## config.mk

```make
export PLATFORM = sky130hd
export DESIGN_NAME = inst_encoder
export DESIGN_NICKNAME = d
export VERILOG_FILES = /design/src/rtl/cpu_pkg.sv /design/src/rtl/inst_word_builder.sv /design/src/rtl/inst_encoder.sv
export SDC_FILE = /design/constraint.sdc
export NUM_CORES = 1
export LEC_CHECK = 0
export CORE_ASPECT_RATIO = 1.75
export CORE_UTILIZATION = 50
export DETAILED_ROUTE_END_ITERATION = 10
export DONT_BUFFER_PORTS = 1
export GPL_ROUTABILITY_DRIVEN = 0
export GPL_TIMING_DRIVEN = 0
export PLACE_DENSITY = 0.76
export SETUP_SLACK_MARGIN = 0.4
export SYNTH_ARGS = -nofsm -noshare
export SYNTH_HDL_FRONTEND = slang
export SYNTH_SLANG_ARGS = --single-unit
export TNS_END_PERCENT = 5
```

## constraint.sdc

```tcl
create_clock -name clk -period 4.2 [get_ports clk]
set_input_delay 0.63 -clock clk [delete_from_list [all_inputs] [get_ports clk]]
set_output_delay 0.63 -clock clk [all_outputs]
set_load 0.05 [all_outputs]
```

## src/rtl/cpu_pkg.sv

```systemverilog
// cpu_pkg: instruction-set constants shared by the instruction encoder and
// the CPU decoder.
//   - 5-bit opcode field values (word bits [15:11])
//   - 3-bit operand mode field values (word bits [10:8])
//   - IF condition codes (word low byte)
//   - request operation / operand source enums
package cpu_pkg;

    localparam logic [4:0] OPC_NOP    = 5'b00000;
    localparam logic [4:0] OPC_OUT_LO = 5'b00001;
    localparam logic [4:0] OPC_LOAD   = 5'b10000;
    localparam logic [4:0] OPC_ADD    = 5'b10001;
    localparam logic [4:0] OPC_STORE  = 5'b10010;
    localparam logic [4:0] OPC_SUB    = 5'b10011;
    localparam logic [4:0] OPC_AND    = 5'b10100;
    localparam logic [4:0] OPC_OR     = 5'b10101;
    localparam logic [4:0] OPC_XOR    = 5'b10110;
    localparam logic [4:0] OPC_BRANCH = 5'b11000;
    localparam logic [4:0] OPC_IF     = 5'b11110;

    localparam logic [2:0] MODE_CONST_LO = 3'b000;
    localparam logic [2:0] MODE_CONST_HI = 3'b001;
    localparam logic [2:0] MODE_DATA_LO  = 3'b010;
    localparam logic [2:0] MODE_DATA_HI  = 3'b011;
    localparam logic [2:0] MODE_RAM      = 3'b100;

    localparam logic [7:0] IF_COND_0 = 8'h00;
    localparam logic [7:0] IF_COND_1 = 8'h01;
    localparam logic [7:0] IF_COND_2 = 8'h10;
    localparam logic [7:0] IF_COND_3 = 8'h11;

    typedef enum logic [3:0] {
        OP_NOP    = 4'd0,
        OP_OUT_LO = 4'd1,
        OP_LOAD   = 4'd2,
        OP_STORE  = 4'd3,
        OP_ADD    = 4'd4,
        OP_SUB    = 4'd5,
        OP_AND    = 4'd6,
        OP_OR     = 4'd7,
        OP_XOR    = 4'd8,
        OP_BRANCH = 4'd9,
        OP_IF     = 4'd10
    } req_op_e;

    typedef enum logic [1:0] {
        SRC_IMM     = 2'd0,
        SRC_DATA_LO = 2'd1,
        SRC_DATA_HI = 2'd2,
        SRC_RAM     = 2'd3
    } req_src_e;

    // Opcode field for the operand-carrying operations; anything else maps to NOP.
    function automatic logic [4:0] alu_opcode(input req_op_e op);
        case (op)
            OP_LOAD:  return OPC_LOAD;
            OP_STORE: return OPC_STORE;
            OP_ADD:   return OPC_ADD;
            OP_SUB:   return OPC_SUB;
            OP_AND:   return OPC_AND;
            OP_OR:    return OPC_OR;
            OP_XOR:   return OPC_XOR;
            default:  return OPC_NOP;
        endcase
    endfunction

    // Map the two IF condition bits onto the nibble-spread condition byte.
    function automatic logic [7:0] if_cond_byte(input logic [1:0] cond);
        case (cond)
            2'd0:    return IF_COND_0;
            2'd1:    return IF_COND_1;
            2'd2:    return IF_COND_2;
            default: return IF_COND_3;
        endcase
    endfunction

endpackage

```

## src/rtl/inst_word_builder.sv

```systemverilog
// inst_word_builder: packs an instruction word from its fields.
// Ports:
//   opcode   in  5   opcode field, word[15:11]
//   mode     in  3   operand mode field, word[10:8]
//   byte_val in  8   low byte, word[7:0]
//   word     out 16  assembled instruction word
module inst_word_builder (
    input  logic [4:0]  opcode,
    input  logic [2:0]  mode,
    input  logic [7:0]  byte_val,
    output logic [15:0] word
);

    assign word = {opcode, mode, byte_val};

endmodule

```

## src/rtl/inst_encoder.sv

```systemverilog
// inst_encoder: turns operation requests into one or two 16-bit instruction
// words, each tagged with its program address.
// Ports:
//   clk, rst                        clock, async active-high reset
//   req_valid/req_ready             request handshake
//   req_op[3:0], req_src[1:0]       operation and operand source
//   req_arg[15:0]                   operand
//   out_valid/out_ready             output word handshake
//   out_word[15:0]                  encoded instruction
//   out_last                        final word of the current request
//   out_addr[7:0]                   program address of out_word
//   err                             one-cycle pulse after a rejected request
//
// state | meaning
// IDLE  | no word pending, ready for a request
// EMIT1 | first (or only) word of a request on the output
// EMIT2 | second word of a two-word immediate on the output
import cpu_pkg::*;

module inst_encoder (
    input  logic        clk,
    input  logic        rst,
    input  logic        req_valid,
    output logic        req_ready,
    input  logic [3:0]  req_op,
    input  logic [1:0]  req_src,
    input  logic [15:0] req_arg,
    output logic        out_valid,
    input  logic        out_ready,
    output logic [15:0] out_word,
    output logic        out_last,
    output logic [7:0]  out_addr,
    output logic        err
);

    typedef enum logic [1:0] {IDLE, EMIT1, EMIT2} state_e;

    state_e      state, state_nxt;
    logic        accept, out_hs;
    logic        reject, two_word;
    logic        load_first, load_second;
    logic [4:0]  op1, op2;
    logic [2:0]  mode1, mode2;
    logic [7:0]  byte1, byte2;
    logic [15:0] word1, word2, pend_word;
    logic [7:0]  arg_hi, arg_lo;
    logic        br_in_range;

    assign arg_hi = req_arg[15:8];
    assign arg_lo = req_arg[7:0];
    // -1024..1023 means bits [15:10] are a pure sign extension of bit 10.
    assign br_in_range = (req_arg[15:10] == 6'h00) || (req_arg[15:10] == 6'h3F);

    assign out_valid = (state != IDLE);
    assign out_hs    = out_valid & out_ready;
    // Gated by rst so nothing is accepted while reset is held.
    assign req_ready = !rst & ((state == IDLE) | (out_hs & out_last));
    assign accept    = req_valid & req_ready;

    always_comb begin
        reject   = 1'b0;
        two_word = 1'b0;
        op1      = OPC_NOP;
        mode1    = MODE_CONST_LO;
        byte1    = 8'h00;
        op2      = OPC_NOP;
        mode2    = MODE_CONST_LO;
        byte2    = 8'h00;
        case (req_op_e'(req_op))
            OP_NOP: op1 = OPC_NOP;
            OP_OUT_LO: op1 = OPC_OUT_LO;
            OP_LOAD, OP_STORE, OP_ADD, OP_SUB, OP_AND, OP_OR, OP_XOR: begin
                op1 = alu_opcode(req_op_e'(req_op));
                if (req_op_e'(req_op) == OP_STORE && req_src_e'(req_src) != SRC_RAM)
                    reject = 1'b1;
                case (req_src_e'(req_src))
                    SRC_IMM: begin
                        if (arg_hi == 8'h00) begin
                            mode1 = MODE_CONST_LO;
                            byte1 = arg_lo;
                        end else if (arg_lo == 8'h00) begin
                            mode1 = MODE_CONST_HI;
                            byte1 = arg_hi;
                        end else if (req_op_e'(req_op) == OP_AND) begin
                            // AND cannot be split: the second half would clear the high byte.
                            reject = 1'b1;
                        end else begin
                            two_word = 1'b1;
                            mode1    = MODE_CONST_HI;
                            byte1    = arg_hi;
                            // LOAD of the high byte leaves the low byte zero, so OR fills it.
                            op2      = (req_op_e'(req_op) == OP_LOAD) ? OPC_OR : op1;
                            mode2    = MODE_CONST_LO;
                            byte2    = arg_lo;
                        end
                    end
                    SRC_DATA_LO: mode1 = MODE_DATA_LO;
                    SRC_DATA_HI: mode1 = MODE_DATA_HI;
                    default: begin
                        mode1 = MODE_RAM;
                        byte1 = arg_lo;
                        if (arg_hi != 8'h00)
                            reject = 1'b1;
                    end
                endcase
            end
            OP_BRANCH: begin
                op1   = OPC_BRANCH;
                mode1 = req_arg[10:8];
                byte1 = arg_lo;
                if (req_src_e'(req_src) != SRC_IMM || !br_in_range)
                    reject = 1'b1;
            end
            OP_IF: begin
                op1   = OPC_IF;
                byte1 = if_cond_byte(req_arg[1:0]);
            end
            default: reject = 1'b1;
        endcase
    end

    inst_word_builder u_build_first (
        .opcode   (op1),
        .mode     (mode1),
        .byte_val (byte1),
        .word     (word1)
    );

    inst_word_builder u_build_second (
        .opcode   (op2),
        .mode     (mode2),
        .byte_val (byte2),
        .word     (word2)
    );

    always_comb begin
        state_nxt   = state;
        load_first  = 1'b0;
        load_second = 1'b0;
        case (state)
            IDLE: begin
                if (accept && !reject) begin
                    state_nxt  = EMIT1;
                    load_first = 1'b1;
                end
            end
            EMIT1: begin
                if (out_hs) begin
                    if (!out_last) begin
                        state_nxt   = EMIT2;
                        load_second = 1'b1;
                    end else if (accept && !reject) begin
                        state_nxt  = EMIT1;
                        load_first = 1'b1;
                    end else begin
                        state_nxt = IDLE;
                    end
                end
            end
            EMIT2: begin
                if (out_hs) begin
                    if (accept && !reject) begin
                        state_nxt  = EMIT1;
                        load_first = 1'b1;
                    end else begin
                        state_nxt = IDLE;
                    end
                end
            end
            default: state_nxt = IDLE;
        endcase
    end

    always_ff @(posedge clk or posedge rst) begin
        if (rst) begin
            state     <= IDLE;
            out_word  <= 16'h0000;
            out_last  <= 1'b0;
            out_addr  <= 8'h00;
            pend_word <= 16'h0000;
            err       <= 1'b0;
        end else begin
            state <= state_nxt;
            err   <= accept & reject;
            if (out_hs)
                out_addr <= out_addr + 8'd1;
            if (load_first) begin
                out_word  <= word1;
                out_last  <= !two_word;
                pend_word <= word2;
            end else if (load_second) begin
                out_word <= pend_word;
                out_last <= 1'b1;
            end
        end
    end

endmodule

```

# After elaboration in Yosys (flattened, before gate mapping)
# Cells that the tools add are included.
# classes
mux	55
n_reduce_logical	23
n_addsub	1
n_eq_ne	21
n_bitwise	6
# ops
op	n
2-to-1 mux 8 bit	8
one-hot mux 5 bit (7 select lines)	1
2-to-1 mux 16 bit	2
2-to-1 mux 5 bit	6
2-to-1 mux 1 bit	24
one-hot mux 8 bit (3 select lines)	1
one-hot mux 5 bit (4 select lines)	1
== test 4 x 3 -> 1 bit, second input constant	4
logical NOT 8 bit	2
one-hot mux 8 bit (2 select lines)	1
one-hot mux 5 bit (3 select lines)	1
== test 4 bit, second input constant	3
one-hot mux 3 bit (3 select lines)	1
adder 8 x 1 -> 8 bit, second input constant	1
== test 4 x 2 -> 1 bit, second input constant	2
2-to-1 mux 2 bit	4
nonzero test 8 bit	1
OR reduction 7 bit	1
== test 2 x 1 -> 1 bit, second input constant	3
== test 2 bit, second input constant	3
== test 6 bit, second input constant	1
logical NOT 2 bit	3
logical NOT 6 bit	1
!= test 2 bit, second input constant	3
other kinds (16)	28
# word_totals
output_inout_bits	28
elab_cells	112
input_bits	26
reg_bits	41

# Depth between registers and ports, before layout
# Gate-level depths: netlist of the first run.
# depth
depth_word	15
mapped_depth	9
ltp_nobuf	7

# Modules after synthesis
# From an unflattened synthesis of the first run, not the netlist that was laid out.
# hier_totals
hier_cells	278
hier_area_um2	2917.8
# modules_own_cells
module	area_per_inst_um2	cells_per_inst	seq_area_each_um2	instances
inst_encoder	2677.6	246	1101.1	1
inst_word_builder	120.1	16	0.0	2

# Worst setup path before layout of the first run
# OpenSTA, ideal clock, no wires.
# synth_path
kind	reg-to-reg
start	reg out_last
end	reg pend_word[15]
path_stages_with_launch	7
setup_ns	0.128
period_less_slack_ns	2.672
n_path_buf	1
t_required_ns	4.072
setup_slack_ns	1.528
arrival_time_ns	2.545
path_cell_list	dfrtp_1 a21oi_1 nor2_1 nand2_1 nor4b_4 buf_6 mux2_1
# synth_between
elab_chain_cells	9
word_cells_on_any_way	10
classes_between	5 x mux; 4 x bitwise; 1 x reduce/logical
# synth_rtl
element	line_no	rtl
start, declared	inst_encoder.sv:31	output logic out_last,
start signal, assigned	inst_encoder.sv:189	out_last <= !two_word;
bitwise AND 1 bit (*)	inst_encoder.sv:57	assign req_ready = !rst & ((state == IDLE) | (out_hs & out_last));
bitwise OR 1 bit (*)	inst_encoder.sv:57	
bitwise AND 1 bit (*)	inst_encoder.sv:57	
net req_ready	inst_encoder.sv:24	output logic req_ready,
bitwise AND 1 bit (*)	inst_encoder.sv:58	assign accept = req_valid & req_ready;
logical AND 1 bit (*)	inst_encoder.sv:142, inst_encoder.sv:152, inst_encoder.sv:162	
2-to-1 mux 1 bit (*)	inst_encoder.sv:142, inst_encoder.sv:152, inst_encoder.sv:162	
2-to-1 mux 1 bit	inst_encoder.sv:149	if (!out_last) begin
2-to-1 mux 1 bit	inst_encoder.sv:148	if (out_hs) begin
one-hot mux 1 bit (3 select lines) (*)	inst_encoder.sv:140	case (state)
end signal, assigned	inst_encoder.sv:190	pend_word <= word2;
end, declared	inst_encoder.sv:45	logic [15:0] word1, word2, pend_word;
# Mark *: on every way through the listed nets, which the timed path passes. The rest lies on a longest branch.
# A chain may end at the register's enable or synchronous reset.

# Worst setup path in the final report of the first run
# layout_path
start	reg state[1]
end	reg pend_word[13]
# layout_between
elab_chain_cells	11
word_cells_on_any_way	15
classes_between	2 x eq/ne; 5 x mux; 5 x bitwise; 3 x reduce/logical
# layout_rtl
element	line_no	rtl
start, declared	inst_encoder.sv:38	state_e state, state_nxt;
start signal, assigned	inst_encoder.sv:183	state <= state_nxt;
nonzero test 2 bit	inst_encoder.sv:54	assign out_valid = (state != IDLE);
bitwise AND 1 bit	inst_encoder.sv:55	assign out_hs = out_valid & out_ready;
bitwise AND 1 bit	inst_encoder.sv:57	
bitwise OR 1 bit (*)	inst_encoder.sv:57	
bitwise AND 1 bit (*)	inst_encoder.sv:57	
net req_ready	inst_encoder.sv:24	
bitwise AND 1 bit (*)	inst_encoder.sv:58	
logical AND 1 bit (*)	inst_encoder.sv:142, inst_encoder.sv:152, inst_encoder.sv:162	
2-to-1 mux 1 bit (*)	inst_encoder.sv:142, inst_encoder.sv:152, inst_encoder.sv:162	
2-to-1 mux 1 bit	inst_encoder.sv:149	
2-to-1 mux 1 bit	inst_encoder.sv:148	
one-hot mux 1 bit (3 select lines) (*)	inst_encoder.sv:140	
# Marked as above.

==> flow_summary.yaml, run 1 <==
outcome:
  status: "finished, final reports clean"
clocking:
  cts_max_level: 2
  cts_setup_buffers: 0
  cts_root_buf: "clkbuf_8"
  clock_path_buffers: 2
  numCtsBuffers: 5
  cts_hold_buf: 0
  cts_tree: "done"
  clk_pin_slew_worst_paths_ns: 0.08
  cts_num_sinks: 40
  worst_skew_pair.late_latency_ns: 0.29
  post_cts_resized: 0
logic_synthesis:
  syn_nets: 278
  synth_edf_count: 0
  synth.distinct_cells: 45
  muxShareOfSynthArea_pct: 16.6
  synth_compound_area_share_pct: 11.1
  seq_area_frac_synth_pct: 40.6
  synth_top_family_by_area: "simple AND/OR/NAND/NOR gates"
  synthAdderAreaFrac_pct: 3.55
  synthXorXnorAreaFrac_pct: 3.19
  yosys.area_share.simple_pct: 19.8
  synthCells: 245
  yosys-top-cells-area: "dfrtp_1 (41%), mux2i_1 (13%), nand2_1 (4.0%)"
  ys_seq_elements: 40
  synth.largest_area_cell: "dfrtp_1"
  synth-async-reset-ratio_pct: 100
  synth_top_area_share_pct: 40.6
  yosys_warnings: 0
  postSynthAreaPerCell_um2: 10.1
  synth_flop_cell: "dfrtp_1"
  netlist_area_um2: 2470
pwr:
  power_frac_seq_pct: 60.0
  vdd_ir_drop_max_mv: 0.414
  internal_power_uw: 807
  combPwrFrac_pct: 23.5
  switchingPower_uw: 787
  pwr-share-clk_pct: 16.5
  p_sw_share_pct: 49.4
  powerDensity_nw_per_um2: 608
  p_leak_nw: 1.15
global_route:
  grt_overflow: 0
  grt_max_degree: 41
  grt_antenna_before_repair: 0
  grt_use_total_pct: 22.5
  grt_pass1_vias: 1847
  grt_pass1_wl_um: 8400
die:
  rows: 33
  die_h_um: 94.9
  start_util_pct: 52.4
  die_w_um: 55.1
  die_area_um2: 5230
  core_um2: 4710
  pin_count: 54
timing:
  worst_pin_slew_ns: 0.930
  layout_setup_ws_ns: 1.30
  rsz0062_at_grt: "no"
  slew_headroom_pct: 37.7
  setup_tns_ns: 0
  post-route-period-util_pct: 69.1
  finalHoldViolCount: 0
  setup_viol: 0
  drv_slew: 0
  period_minus_slack_ns: 2.90
  finalClockSkew_ns: 0.00433
  max_freq_ghz: 0.345
placement:
  hpwl_um: 4070
  pre_cts_slack_ns: 1.31
  io_buffers: 0
  detailed_place.area_um2: 2530
  placed_cells: 297
setup_path:
  cp-start-kind: "register"
  cp_cell_sequence: "inv_1 -> ha_1 -> a21oi_1 -> nor2_1 -> nand2_1 -> nor4b_4 -> buf_6 -> mux2_1"
  cpPeakStageDelay_ns: 0.73
  critPathTopFamily: "simple AND/OR/NAND/NOR gates"
  cpMaxStageDelayCell: "nor2_1"
  crit_buf_inv: 2
  endpoint_kind: "register"
  path_class: "reg -> reg"
  crit_arrival_ns: 3.07
  required_ns: 4.37
  crit_fanout: 10
drt:
  drc: 0
  postRouteAntennaNets: 0
  drt_iter0_markers: 49
  via_per_inst: 6.09
  via_count: 1858
  post_drt_wl_per_cell_um: 17.4
  wl_um: 5320
  drtPass1Iterations: 4
run:
  cap_violations: 0
finish:
  stdcell_count: 305
  fillerInstances: 424
  fin_util_pct: 55.7
  area_delta_synth_final_pct: 6.29
  fin_area_um2: 2620
  n_antenna_cell: 0
  num-nets-final: 285
  post_route_cells_drive_above_1_share_pct: 9.09
min_path:
  min-delay-path-class: "in -> async"
## stage by stage
step                hold slack [ns]  power, mW
global route                  0.439       1.69
finish                        0.372       1.59
CTS                           0.405       1.61
global placement              0.469       1.33
detailed placement            0.475       1.34
floorplan                     0.457       1.26
## state kept, by name (all words and copies together) (netlist names)
signal,count
err,1
out_addr,8
out_last,1
state,2
out_word,16
pend_word,12
## Yosys cell counts, drive strengths merged, types with 6 or more instances
cell type and n:
a21oi 7, a22oi 11, buf 8, dfrtp 40
ha 7, inv 16, mux2 7, mux2i 33
nand2 26, nor2 20, nor3 6, nor4 7
xnor2 6
## per-layer routing
| metal | global-route usage (%) | vias to the layer above | part of all wire (%) |
|---|---|---|---|
| li1 | - | 883 | - |
| met1 | 23.6 | 909 | 37 |
| met2 | 39.1 | 53 | 53 |
| met3 | 6.28 | 13 | 6.0 |
| met4 | 11.0 | 0 | 3.3 |
| met5 | 0 | - | 0 |
## cell type report
class	count	area [um2]	area share (%)
multi-input cells	178	1340	51.0
flip-flops and latches	40	1000	38.2
clock buffers	8	90.1	3.44
plain buffers	11	68.8	2.62
well taps	52	65.1	2.48
inverters	16	60.1	2.29
## layout by cell type (no fill, tap or decap), types with 2 or more instances in the layout
cell        n
o21ai_0     3
nor3_1      6
clkbuf_8    6
nor4b_2     2
nand2_1    26
a22oi_1    11
o2bb2ai_1   2
nand3_1     2
nor2b_1     5
clkbuf_1    5
xnor2_1     6
mux2_1      6
a31oi_1     3
a21oi_1     7
buf_2       4
o21bai_1    3
nor4_2      2
nor2_1     20
a21o_1      2
mux2i_1    33
nor4_1      3
nor4_4      2
ha_1        7
dfrtp_1    40
inv_1      15
a211oi_1    2
nand2b_1    5
o31ai_1     2
xor2_1      3
nand4_1     3
## power groups by stage
stage | combinational (mW) | clock [mW] | sequential, mW
detailed placement | 0.374 | 0 | 0.969
CTS | 0.378 | 0.271 | 0.960
finish | 0.375 | 0.263 | 0.956
floorplan | 0.323 | 0 | 0.937
global route | 0.424 | 0.285 | 0.980
global placement | 0.365 | 0 | 0.964
## kinds of logic after synthesis
logic type      Yosys count
xor+xnor                  9
buf+inv                  27
flops                    40
compound gates           39
simple gates             83
fa+ha+maj                 7
mux                      40
## worst paths after layout
kind | cells past startpoint | start | slack [ns] | end
max reg2reg | 8 | state[1] | 1.30 | pend_word[13]
min in group clk | 2 | req_arg[7] | 0.47 | pend_word[7]
max in group asynchronous | 1 | rst | 3.30 | out_word[7]
min | 1 | rst | 0.37 | state[1]
max | 8 | state[1] | 1.30 | pend_word[13]
min reg2reg | 1 | pend_word[11] | 0.49 | pend_word[11]
(Power assumes the default switching activity.)
==> run 2: changes to the inputs <==
==> constraint.sdc (replaced) <==
create_clock -name clk -period 2.9 [get_ports clk]
set_input_delay 0.435 -clock clk [delete_from_list [all_inputs] [get_ports clk]]
set_output_delay 0.435 -clock clk [all_outputs]
set_load 0.05 [all_outputs]
==> run 2 against run 1 <==
  * Design area grew 1.0%
  * Power up 50%
  * Register-to-register slack lost 0.85 ns
  * Utilization is 0.56 points higher
  * Maximum frequency increased by 18%
  * Critical path depth did not move
  * Die area unchanged
  * Sequential cell count did not move
  * Clock-buffer cell count is 2 lower
  * Critical endpoint is now out_word[11]
==> flow_summary.yaml, run 2 (synthesis results as in run 1) <==
outcome:
  status: "finished, final reports clean"
setup_path:
  crit_arrival_ns: 2.63
  required_ns: 3.08
  cp_cell_sequence: "inv_1 -> ha_1 -> a21oi_1 -> nor2_4 -> nand2_1 -> nor4b_4 -> buf_6 -> mux2_1"
  endpoint_kind: "register"
  path_class: "reg -> reg"
  reg2regPathDepth: 8
  cp-start-kind: "register"
  cpPeakStageDelay_ns: 0.43
  cpMaxStageDelayCell: "dfrtp_1"
  crit_fanout: 10
drt:
  drt_iter0_markers: 29
  via_count: 1872
  via_per_inst: 6.14
  wl_um: 5380
  post_drt_wl_per_cell_um: 17.7
  drc: 0
  drtPass1Iterations: 4
  postRouteAntennaNets: 0
die:
  rows: 33
  die_area_um2: 5230
  core_um2: 4710
  die_w_um: 55.1
  pin_count: 54
  start_util_pct: 52.4
  die_h_um: 94.9
finish:
  n_antenna_cell: 0
  area_delta_synth_final_pct: 7.35
  final_common_cell: "dfrtp_1"
  largest_reg_flops: 16
  largest_register: "out_word"
  fillerInstances: 439
  multi_input_area_um2: 1350
  largestRegisters: "out_word x16, pend_word x12, out_addr x8"
  mostFrequentLayoutCells: "dfrtp_1 (40), mux2i_1 (33), nand2_1 (26), nor2_1 (19), inv_1 (15)"
  post_route_cells_drive_above_1_share_pct: 10.3
  regArea_um2: 1000
  stdcell_count: 305
  num-nets-final: 285
timing:
  period_minus_slack_ns: 2.45
  drv_slew: 0
  slew_headroom_pct: 44.8
  hold_ws_ns: 0.168
  max_freq_ghz: 0.408
  rsz0062_at_grt: "yes"
  post-route-period-util_pct: 84.5
  worst_pin_slew_ns: 0.826
  setup_tns_ns: 0
  setup_viol: 0
  finalClockSkew_ns: 0.00381
  finalHoldViolCount: 0
pwr:
  powerDensity_nw_per_um2: 901
  p_leak_nw: 1.16
  vdd_ir_drop_max_mv: 0.593
placement:
  io_buffers: 0
  hpwl_um: 4080
  placed_cells: 297
clocking:
  worst_skew_pair.late_latency_ns: 0.29
  clock_path_buffers: 2
  cts_num_sinks: 40
  clk_pin_slew_worst_paths_ns: 0.08
  cts_tree: "done"
  cts_hold_buf: 0
  numCtsBuffers: 5
  cts_max_level: 2
  cts_root_buf: "clkbuf_8"
  cts_setup_buffers: 0
global_route:
  grt_max_degree: 41
  grt_pass1_vias: 1866
  grt_antenna_before_repair: 0
  grt_use_total_pct: 22.8
  grt_pass1_wl_um: 8500
  grt_overflow: 0
run:
  cap_violations: 0
min_path:
  min-delay-path-class: "in -> async"
## run 2: worst max-delay path, delay by kind of cell, from the launching register on
kind,cells,cell delay (ns)
and+or+nand+nor,3,0.83
DFF,1,0.43
muxes,1,0.34
buffers and inverters,2,0.32
adders and majority gates,1,0.30
AOI/OAI and AO/OA,1,0.11
## run 2: path summary, 6_finish.rpt
path / start / to / slack [ns]
setup / recovery: state[1] / out_word[11] / 0.45
hold / removal: rst / err / 0.17
setup reg to reg: state[1] / out_word[11] / 0.45
hold reg to reg: pend_word[13] / pend_word[13] / 0.50
max in group asynchronous: rst / out_word[10] / 2.20
min in group clk: req_arg[3] / pend_word[3] / 0.27
## run 2: layer usage
layer	share of wire (%)	track usage (%)	vias to the layer above	wire length (um)
met3	5.4	5.48	15	290
met2	55	40.6	51	2960
met1	36	23.0	923	1960
met4	3.3	11.9	0	180
met5	0	0	-	0
li1	-	-	883	-
## run 2: per-stage QoR
step	instance area, um2	power, mW	util (%)	worst slack (ns)
floorplan	2470	1.83	-	0.496
global placement	2530	1.93	53.9	0.343
detailed placement	2530	1.95	53.9	0.279
CTS	2650	2.40	56.2	0.445
global route	2650	2.52	56.3	0.292
finish	2650	2.39	56.3	0.450
## run 2: where the power goes
| part | leakage, nW | internal [mW] | switching, mW | total (mW) |
|---|---|---|---|---|
| clock | 0.0552 | 0.255 | 0.194 | 0.450 |
| sequential | 0.531 | 0.731 | 0.654 | 1.39 |
| combinational | 0.576 | 0.245 | 0.307 | 0.552 |
| total | 1.16 | 1.23 | 1.15 | 2.39 |
## run 2: final cells by class
cell class / count / share of cell area [%]
Sequential cell: 40 / 37.8
Clock inverter: 2 / 1.32
Tap cell: 52 / 2.46
Inverter: 16 / 2.27
Multi-Input combinational cell: 178 / 50.8
Clock buffer: 6 / 2.74
Buffer: 11 / 2.65
## run 2: repair_timing
action | CTS | global route
setup endpoints to repair | 26 | 24
resized for setup | 1 | 2
pin swaps | 0 | 0
